`src/rtl/uart_tx.sv`:
```
// UART transmitter: serialises one word per frame as start bit, LSB-first
// payload, optional parity bit and one or two stop bits. Bit timing comes
// entirely from the external baud_tick strobe.
module uart_tx #(
   parameter int DATA_BITS = 8,
   parameter int PARITY    = 0,
   parameter int STOP_BITS = 1
) (
   input  logic                 clk,
   input  logic                 rst_n,
   input  logic                 baud_tick,
   input  logic [DATA_BITS-1:0] s_data,
   input  logic                 s_valid,
   output logic                 s_ready,
   output logic                 tx,
   output logic                 busy,
   output logic                 done
);

   localparam int CNT_W = $clog2(DATA_BITS);
   localparam logic [CNT_W-1:0] LAST_BIT  = CNT_W'(DATA_BITS - 1);
   localparam logic             LAST_STOP = 1'(STOP_BITS - 1);

   // Reject parameter combinations the datapath is not sized for.
   generate
      if (DATA_BITS < 5 || DATA_BITS > 9) begin : g_bad_data_bits
         $error("uart_tx: DATA_BITS must be in 5..9");
      end
      if (PARITY < 0 || PARITY > 2) begin : g_bad_parity
         $error("uart_tx: PARITY must be 0 (none), 1 (odd) or 2 (even)");
      end
      if (STOP_BITS < 1 || STOP_BITS > 2) begin : g_bad_stop_bits
         $error("uart_tx: STOP_BITS must be 1 or 2");
      end
   endgenerate

   typedef enum logic [2:0] {
      IDLE,
      SYNC,
      START,
      DATA,
      PAR,
      STOP
   } state_t;

   state_t               state_reg,    state_next;
   logic [DATA_BITS-1:0] shift_reg,    shift_next;
   logic [CNT_W-1:0]     bit_cnt_reg,  bit_cnt_next;
   logic                 stop_cnt_reg, stop_cnt_next;
   logic                 parity_reg,   parity_next;
   logic                 tx_reg,       tx_next;
   logic                 done_reg,     done_next;

   // State and datapath registers; reset drops any frame in flight.
   always_ff @(posedge clk) begin
      if (!rst_n) begin
         state_reg    <= IDLE;
         shift_reg    <= '0;
         bit_cnt_reg  <= '0;
         stop_cnt_reg <= 1'b0;
         parity_reg   <= 1'b0;
         tx_reg       <= 1'b1;
         done_reg     <= 1'b0;
      end else begin
         state_reg    <= state_next;
         shift_reg    <= shift_next;
         bit_cnt_reg  <= bit_cnt_next;
         stop_cnt_reg <= stop_cnt_next;
         parity_reg   <= parity_next;
         tx_reg       <= tx_next;
         done_reg     <= done_next;
      end
   end

   // Next-state logic: accept in IDLE, otherwise advance only on baud_tick.
   always_comb begin
      state_next    = state_reg;
      shift_next    = shift_reg;
      bit_cnt_next  = bit_cnt_reg;
      stop_cnt_next = stop_cnt_reg;
      parity_next   = parity_reg;
      tx_next       = tx_reg;
      done_next     = 1'b0;

      case (state_reg)
         IDLE: begin
            // A tick in the accept cycle is deliberately ignored: SYNC
            // realigns the start bit to the next full tick period.
            if (s_valid) begin
               shift_next  = s_data;
               parity_next = (PARITY == 1) ? ~(^s_data) : ^s_data;
               state_next  = SYNC;
            end
         end
         SYNC: begin
            if (baud_tick) begin
               tx_next    = 1'b0;
               state_next = START;
            end
         end
         START: begin
            if (baud_tick) begin
               tx_next      = shift_reg[0];
               shift_next   = shift_reg >> 1;
               bit_cnt_next = '0;
               state_next   = DATA;
            end
         end
         DATA: begin
            if (baud_tick) begin
               if (bit_cnt_reg == LAST_BIT) begin
                  if (PARITY != 0) begin
                     tx_next    = parity_reg;
                     state_next = PAR;
                  end else begin
                     tx_next       = 1'b1;
                     stop_cnt_next = 1'b0;
                     state_next    = STOP;
                  end
               end else begin
                  bit_cnt_next = bit_cnt_reg + 1'b1;
                  tx_next      = shift_reg[0];
                  shift_next   = shift_reg >> 1;
               end
            end
         end
         PAR: begin
            if (baud_tick) begin
               tx_next       = 1'b1;
               stop_cnt_next = 1'b0;
               state_next    = STOP;
            end
         end
         STOP: begin
            if (baud_tick) begin
               if (stop_cnt_reg == LAST_STOP) begin
                  tx_next    = 1'b1;
                  done_next  = 1'b1;
                  state_next = IDLE;
               end else begin
                  stop_cnt_next = 1'b1;
               end
            end
         end
         default: begin
            state_next = IDLE;
            tx_next    = 1'b1;
         end
      endcase
   end

   assign s_ready = (state_reg == IDLE);
   assign busy    = (state_reg != IDLE);
   assign tx      = tx_reg;
   assign done    = done_reg;

endmodule
```
`config.mk`:
```
export PLATFORM = sky130hd
export DESIGN_NAME = uart_tx
export DESIGN_NICKNAME = d
export VERILOG_FILES = /design/src/rtl/uart_tx.sv
export SDC_FILE = /design/constraint.sdc
export NUM_CORES = 1
export LEC_CHECK = 0
export CAP_MARGIN = 20
export CORE_ASPECT_RATIO = 1.4
export CORE_MARGIN = 2
export CORE_UTILIZATION = 35
export CTS_CLUSTER_DIAMETER = 50
export DETAILED_ROUTE_END_ITERATION = 6
export SYNTH_ARGS = -nofsm -noshare
export SYNTH_HDL_FRONTEND = slang
export SYNTH_SLANG_ARGS = --single-unit
```
`constraint.sdc`:
```
create_clock -name clk -period 2.1 [get_ports clk]
set_input_delay 0.42 -clock clk [delete_from_list [all_inputs] [get_ports clk]]
set_output_delay 0.42 -clock clk [all_outputs]
set_load 0.02 [all_outputs]
```
==> results.txt, run 1 <==
- Run status: completed
- Port buffering added 15 buffers.
- The share of synthesized area in the top cell type comes to between 30% and 40%.
- Derived from the worst setup path, the maximum achievable clock frequency is roughly 0.5 GHz.
- At the later pin of the worst-skew pair, clock insertion delay measures roughly 270 ps.
* Total routing resource utilization after global routing: 14.80%
* Row count: 20
- The worst setup path is of the reg -> out kind.
* Data required time of the worst path: 1680 ps
- In the routed design, unresolved DRC markers number 0.
- At the worst endpoint, the arrival time is 1590 ps.
- Final Util: 46.57%
- Length in cells of the worst reg-to-reg path: 5
- Number of clock buffers inserted by TritonCTS: 3
- After routing, the total negative slack on setup checks comes to 0 ps.
* Number of hold-slack violations in the final timing report: 0
- Final design area excluding fillers: 0.001037 mm²
- Nets in the synthesized netlist: 110
* Initial Util: between 30 and 40%
* EDFF count, synth: 0
- The synthesized netlist occupies a cell area of approximately 830 µm².
* Type of element capturing the critical path: output port
- At the pin with the least slew margin, the transition time is about 380 ps.
- Worst Setup Start Kind: flip-flop
* R2r startpoint: bit_cnt_reg[0]
- Mean instance size in the synthesized netlist: 8.785 µm²
- The total area inside the core boundary comes to between 0.002 and 0.0025 mm².
- Vias in the first global route: ~710
- Area added between synthesis and finish: 24.29%
* Flops & latches, synth: 16
- Worst Hold Slack: 457.3 ps
* Worst setup path start: state_reg[0]
* Count of warnings emitted by yosys: 0
- Number of top-level pins: 16
- The count of final max-slew check failures was 0.
- Placed cell areas: 0.001016 mm²
- Summed over all cells, the static leakage comes to slightly above 0.4 nW.
- Power per Cell Area: 613.8 mW/mm²
- Cell type group with the largest total delay on the critical path: buffers and inverters
* Highest net fanout along the worst path: 10
- First-pass GRT wire length: between 3 and 4 mm
- Worst hold path type: reg -> reg
- Number of antenna violations at the first check in global routing: 0
- Counting buffers and inverters, the worst setup path is 2 cells deep.
- Maximum single-stage delay on the critical path: roughly 550 ps
- Clock buffer depth: 2
- Register area share after synthesis: 38.38%
- Min cycle time layout: 2006 ps
- Vertical die dimension: around 62 µm
- Leading cell types by count after synthesis: sky130_fd_sc_hd__dfxtp_1, sky130_fd_sc_hd__nand2_1, sky130_fd_sc_hd__mux2i_1
- Routability congestion estimate: 0.7821
- Number of sinks driven by the clock tree: 16
* Max reg flops: 8
* Clock tree from TritonCTS: yes
- The first routing iteration left 8 violations.
- In the synthesized netlist the dominant register cell turns out to be sky130_fd_sc_hd__dfxtp_1.
* Ys async rst share: 0%
- Total gr overflow: 0
* Synth Instances: 95
- Wires add up to about 1.7 mm.
- Vias per cell: 5.451
- Maximum resistive drop on vdd: about 0.28 mV
- The die covers between 0.002 and 0.003 mm².
- The number of setup buffers added after CTS is 0.
- The signal on the critical path passes through or3_1 > clkdlybuf4s50_1.
- Net total in the final layout: around 130
* Post-CTS clock slew at the launch and capture registers of the worst setup and hold paths: approximately 90 ps
- Sorting the synthesized cells by area gives the leading types as sky130_fd_sc_hd__dfxtp_1, sky130_fd_sc_hd__mux2i_1, sky130_fd_sc_hd__nand2_1, sky130_fd_sc_hd__o211ai_1, sky130_fd_sc_hd__ha_1.
* Average detailed-routed wire length per instance: 12.53 µm
- Maximum number of pins on one net before global-route repair: 26
- Unrepaired setup endpoints after global routing: false
- Before antenna repair, the detailed router went through 4 iterations.
* Proportion of layout cells with a drive suffix above 1: 8.108%
- Final ANT Viol Nets: 0
* Buffers plus inverters on the worst setup path: 1
- Total setup violations reported at the end of the flow: 0
* Placed wire-length estimate after detailed placement: 1.252 mm
* Total power of the final layout: 636.7 µW
- The number of gates resized after CTS was 1.
- The routed layout has 725 vias.
* CTS H-Tree Depth: 1
* Most instantiated library cell after synthesis: sky130_fd_sc_hd__dfxtp_1
- Root buf cell: sky130_fd_sc_hd__clkbuf_4
- Number of stages on the worst hold path: 2
- Relative slew margins: ~75%
* Hold wc startpoint: shift_reg[6]
* Slowest cell on the critical path: sky130_fd_sc_hd__clkdlybuf4s50_1
- The number of antenna diodes in the final layout is 0.
* Die width: 45.27 µm
- The biggest area contributor in the post-synthesis netlist is sky130_fd_sc_hd__dfxtp_1.
- Max-cap violations in this run came to 0.
- In the finished design, the share of the clock period the worst path needs comes to 95.52%.
* CTS Hold Bufs: 0
* Distinct cells, synth: 31
- Largest clock skew in the final design: ~0.90 ps
where the power goes:
part | internal (mW) | switching [mW]
Combinational | 0.0731 | 0.0678
Sequential | 0.325 | 0.0150
Clock | 0.0664 | 0.0888
cell usage in the layout (no fill, tap or decap), types with 2 or more instances in the layout:
cell type,instances
sky130_fd_sc_hd__dfxtp_1,16
sky130_fd_sc_hd__o21ai_0,5
sky130_fd_sc_hd__or2b_1,4
sky130_fd_sc_hd__nor3_1,2
sky130_fd_sc_hd__clkbuf_4,3
sky130_fd_sc_hd__ha_1,3
sky130_fd_sc_hd__mux2i_1,8
sky130_fd_sc_hd__a22oi_1,2
sky130_fd_sc_hd__buf_4,4
sky130_fd_sc_hd__nor2b_1,2
sky130_fd_sc_hd__nor2_1,4
sky130_fd_sc_hd__nand2_1,14
sky130_fd_sc_hd__o22ai_1,3
sky130_fd_sc_hd__o211ai_1,7
sky130_fd_sc_hd__clkdlybuf4s50_1,14
sky130_fd_sc_hd__nand2b_1,3
per-stage QoR:
| step | setup WS (ps) | instances |
|---|---|---|
| after floorplan | 509.3 | 95 |
| after global placement | 241.0 | 130 |
| after detailed placement | 203.4 | 130 |
| after CTS | 83.36 | 133 |
| after global routing | 2.580 | 133 |
| final | 94.01 | 133 |
area by class of cell:
cell class,instances,area [µm²]
Sequential cell,16,320.3
Multi-Input combinational cell,72,484.2
Fill cell,243,1190
Clock buffer,3,22.52
Tap cell,22,27.53
Inverter,1,3.754
Timing Repair Buffer,19,178.9
worst paths after layout:
| path | end | slack [ps] |
|---|---|---|
| worst max-delay path | busy | 90 |
| worst min-delay path | shift_reg[6] | 460 |
| worst max register to register | shift_reg[0] | 490 |
| worst min register to register | shift_reg[6] | 460 |
metal layers:
metal / part of all wire [%] / GRT usage (%) / vias to the layer above
met5: 0 / 0 / -
met4: 1.1 / 7.563 / 0
met3: 3.7 / 2.601 / 2
met2: 52 / 25.51 / 12
met1: 43 / 17.35 / 336
li1: - / - / 375
cell families after synthesis:
kind of cell | Yosys count | synth area share, %
buf+inv | 7 | 3.597
simple gates | 37 | 23.09
fa+ha+maj | 3 | 4.498
flops | 16 | 38.38
compound gates | 24 | 20.84
mux | 8 | 9.596
worst register-to-register path: stages, from the launching register on:
cell and delay [ps]:
sky130_fd_sc_hd__dfxtp_1 350, sky130_fd_sc_hd__ha_1 230, sky130_fd_sc_hd__ha_1 210, sky130_fd_sc_hd__a21o_1 210
sky130_fd_sc_hd__a21oi_4 320, sky130_fd_sc_hd__mux2i_1 230
Power figures use the tool's default switching activity.
==> run 2: changes to the inputs <==
--- a/config.mk
+++ b/config.mk
@@ -11,6 +11,7 @@
 export CORE_UTILIZATION = 35
 export CTS_CLUSTER_DIAMETER = 50
 export DETAILED_ROUTE_END_ITERATION = 6
+export HOLD_SLACK_MARGIN = 0.08
 export SYNTH_ARGS = -nofsm -noshare
 export SYNTH_HDL_FRONTEND = slang
 export SYNTH_SLANG_ARGS = --single-unit
==> results of run 2 <==
No change in the layout: final DEF, timing and power equal those of run 1.
==> run 3: changes to the inputs <==
--- a/config.mk
+++ b/config.mk
@@ -12,6 +12,7 @@
 export CTS_CLUSTER_DIAMETER = 50
 export DETAILED_ROUTE_END_ITERATION = 6
 export HOLD_SLACK_MARGIN = 0.08
+export SKIP_CTS_REPAIR_TIMING = 1
 export SYNTH_ARGS = -nofsm -noshare
 export SYNTH_HDL_FRONTEND = slang
 export SYNTH_SLANG_ARGS = --single-unit
==> run 3 against run 2 <==
Against the previous run: power is 0.24% higher; first-iteration DRC count stayed put; global-route usage is 0.059 points higher; worst setup slack stayed put; largest cell class unchanged; highest routed layer unchanged; count of clock-buffer cells in the layout stayed put; maximum frequency stayed put.
==> results.txt, run 3 (synthesis results as in run 1) <==
- Number of top-level pins: 16 (unchanged)
- Vias per cell: 5.451 (unchanged)
- Maximum single-stage delay on the critical path: 550 ps (about the same)
- The number of search-and-repair iterations in the first detailed-routing pass came to 4 (unchanged).
* Clock tree from TritonCTS: yes
* Slowest cell on the critical path: sky130_fd_sc_hd__clkdlybuf4s50_1
- Number of sinks driven by the clock tree: 16 (unchanged)
* Worst Hold Slack: 457.3 ps (unchanged)
- The total clock buffers created by CTS came to 3 (unchanged).
- The power density relative to cell area came to 613.0 mW/mm² (-0.12%).
- The initial antenna violation count is 0 (unchanged).
- Routability congestion estimate: 0.7821 (unchanged)
- The relative contribution of the clock network to total power is 24.3% (about the same).
* Instance count after placement with tap cells included: 130 (unchanged)
- Total vias in the final route: 725 (unchanged)
* Final Util: 46.74% (+0.17 points)
- The library cell used most frequently in the layout, excluding fill and tap cells, is sky130_fd_sc_hd__dfxtp_1.
* Unrepaired setup endpoints after global routing: false
- The worst max-slew margin expressed relative to the limit is 74.68% (unchanged).
* Largest clock skew in the final design: 0.9030 ps (unchanged)
- The first-pass GRT wire length was 3.049 mm (+0.43%).
- The total number of placement rows came to 20 (unchanged).
- Net total in the final layout: 128 (unchanged)
- The effective utilization at floorplan came to 37.47% (unchanged).
- The largest buffer count on any clock path came to 2 (unchanged).
* Vertical die dimension: 61.78 µm (unchanged)
- Worst Setup Start Kind: flip-flop
- Type of element capturing the critical path: output port
* Worst hold path type: reg -> reg
* Average detailed-routed wire length per instance: 12.55 µm (+0.12%)
- Area of the core: 0.002227 mm² (unchanged)
- The count of buffers inserted at the top-level ports came to 15 (unchanged).
- Proportion of layout cells with a drive suffix above 1: 8.108% (unchanged)
- Run status: completed
- Number of stages on the worst hold path: 2 (unchanged)
- Final ANT Viol Nets: 0 (unchanged)
- Total gr overflow: 0 (unchanged)
- Total routing resource utilization after global routing: 14.85% (+0.059 points)
* Vias in the first global route: 713 (+0.85%)
- LEAKAGE: 0.4180 nW (+1.4%)
* Number of remaining DRC errors: 0 (unchanged)
- Reported net switching power: 171.8 µW (about the same)
- Number of hold-slack violations in the final timing report: 0 (unchanged)
- The share of the cycle needed by the critical path after routing is 95.52% (unchanged).
- Number of design-rule violations left by the first detailed-router iteration: 8 (unchanged)
- The maximum resistive drop on vdd is 0.2765 mV (about the same).
- The maximum clock rate came to 0.4985 GHz (unchanged).
- The critical path goes through or3_1 > clkdlybuf4s50_1.
- CTS H-Tree Depth: 1 (unchanged)
- Maximum number of pins on one net before global-route repair: 26 (unchanged)
- Highest-count cells in the layout ignoring fill and taps: sky130_fd_sc_hd__dfxtp_1, sky130_fd_sc_hd__nand2_1, sky130_fd_sc_hd__clkdlybuf4s50_1
- The number of flip-flops in the largest register was 8 (unchanged).
- The final critical-path required period was 2006 ps (unchanged).
- Placed wire-length estimate after detailed placement: 1.252 mm (unchanged)
- Total setup violations reported at the end of the flow: 0 (unchanged)
- Die outline area: 0.002797 mm² (unchanged)
* Max-capacitance violation count: 0 (unchanged)
- The internal power summed over all cells is 466.4 µW (+0.32%).
- The antenna diode count is 0 (unchanged).
- The overall routed net length is 1.669 mm (+0.12%).
- Length in cells of the worst reg-to-reg path: 5 (unchanged)
- Slew at the pin closest to its max-slew limit: 378.7 ps (unchanged)
* Highest net fanout along the worst path: 10 (unchanged)
- The number of cells in the finished layout apart from fillers is 133 (unchanged).
- The combinational cell fraction of total power was 22.3% (+0.2 points).
- Crit path kind: reg -> out
- Area added between synthesis and finish: 24.74%
- Root buf cell: sky130_fd_sc_hd__clkbuf_4
* Arr. time, crit path: 1590 ps (about the same)
- Max-slew violation count: 0 (unchanged)
- Post-CTS clock slew at the launch and capture registers of the worst setup and hold paths: 90 ps (about the same)
- Sw Share: 26.91% (-0.056 points)
- Share of total power in sequential cells: 53.4% (about the same)
- The x dimension of the die came to 45.27 µm (unchanged).
- Clock latency reported for the late side of the worst-skew pair: 270 ps (about the same)
- The critical path required time came to 1680 ps (about the same).
run 3: worst max-delay path, delay by kind of cell, from the launching register on:
kind          cells  cell delay [ps]
simple gates      1              360
buf+inv           1              550
flops             1              400
run 3: worst paths after layout:
path / from / end / slack (ps)
worst min-delay path: shift_reg[6] / shift_reg[6] / 460
worst min register to register: shift_reg[6] / shift_reg[6] / 460
worst max-delay path: state_reg[0] / busy / 90
worst max register to register: bit_cnt_reg[0] / shift_reg[0] / 490
run 3: through the flow:
step                instance area (µm²)  power (mW)  TNS, ps  setup WS (ps)
detailed placement                 1016      0.4925        0          203.4
finish                             1041      0.6382        0          94.01
CTS                                1039      0.6501   -22.24         -22.24
floorplan                         834.6      0.4354        0          509.3
global route                       1041      0.6827        0          2.580
global placement                   1016      0.4896        0          241.0
run 3: cell type report:
class,instances,area (µm²)
inverter,1,3.754
tap,22,27.53
fill,243,1186
timing repair buffer,19,182.7
clock buffer,3,22.52
multi-input combinational,72,484.2
sequential,16,320.3
run 3: power groups by stage:
stage / clock (mW) / combinational (mW) / sequential (mW)
after CTS: 0.164 / 0.145 / 0.341
after global placement: 0 / 0.143 / 0.347
after floorplan: 0 / 0.0922 / 0.343
after global routing: 0.180 / 0.159 / 0.344
after detailed placement: 0 / 0.145 / 0.347
final: 0.155 / 0.142 / 0.340
run 3: per-layer routing:
| metal | up-vias | global-route usage, % | share of wire (%) |
|---|---|---|---|
| met2 | 12 | 25.71 | 52 |
| met3 | 2 | 2.601 | 3.7 |
| met1 | 336 | 17.35 | 43 |
| met4 | 0 | 7.563 | 1.1 |
| met5 | - | 0 | 0 |
| li1 | 375 | - | - |
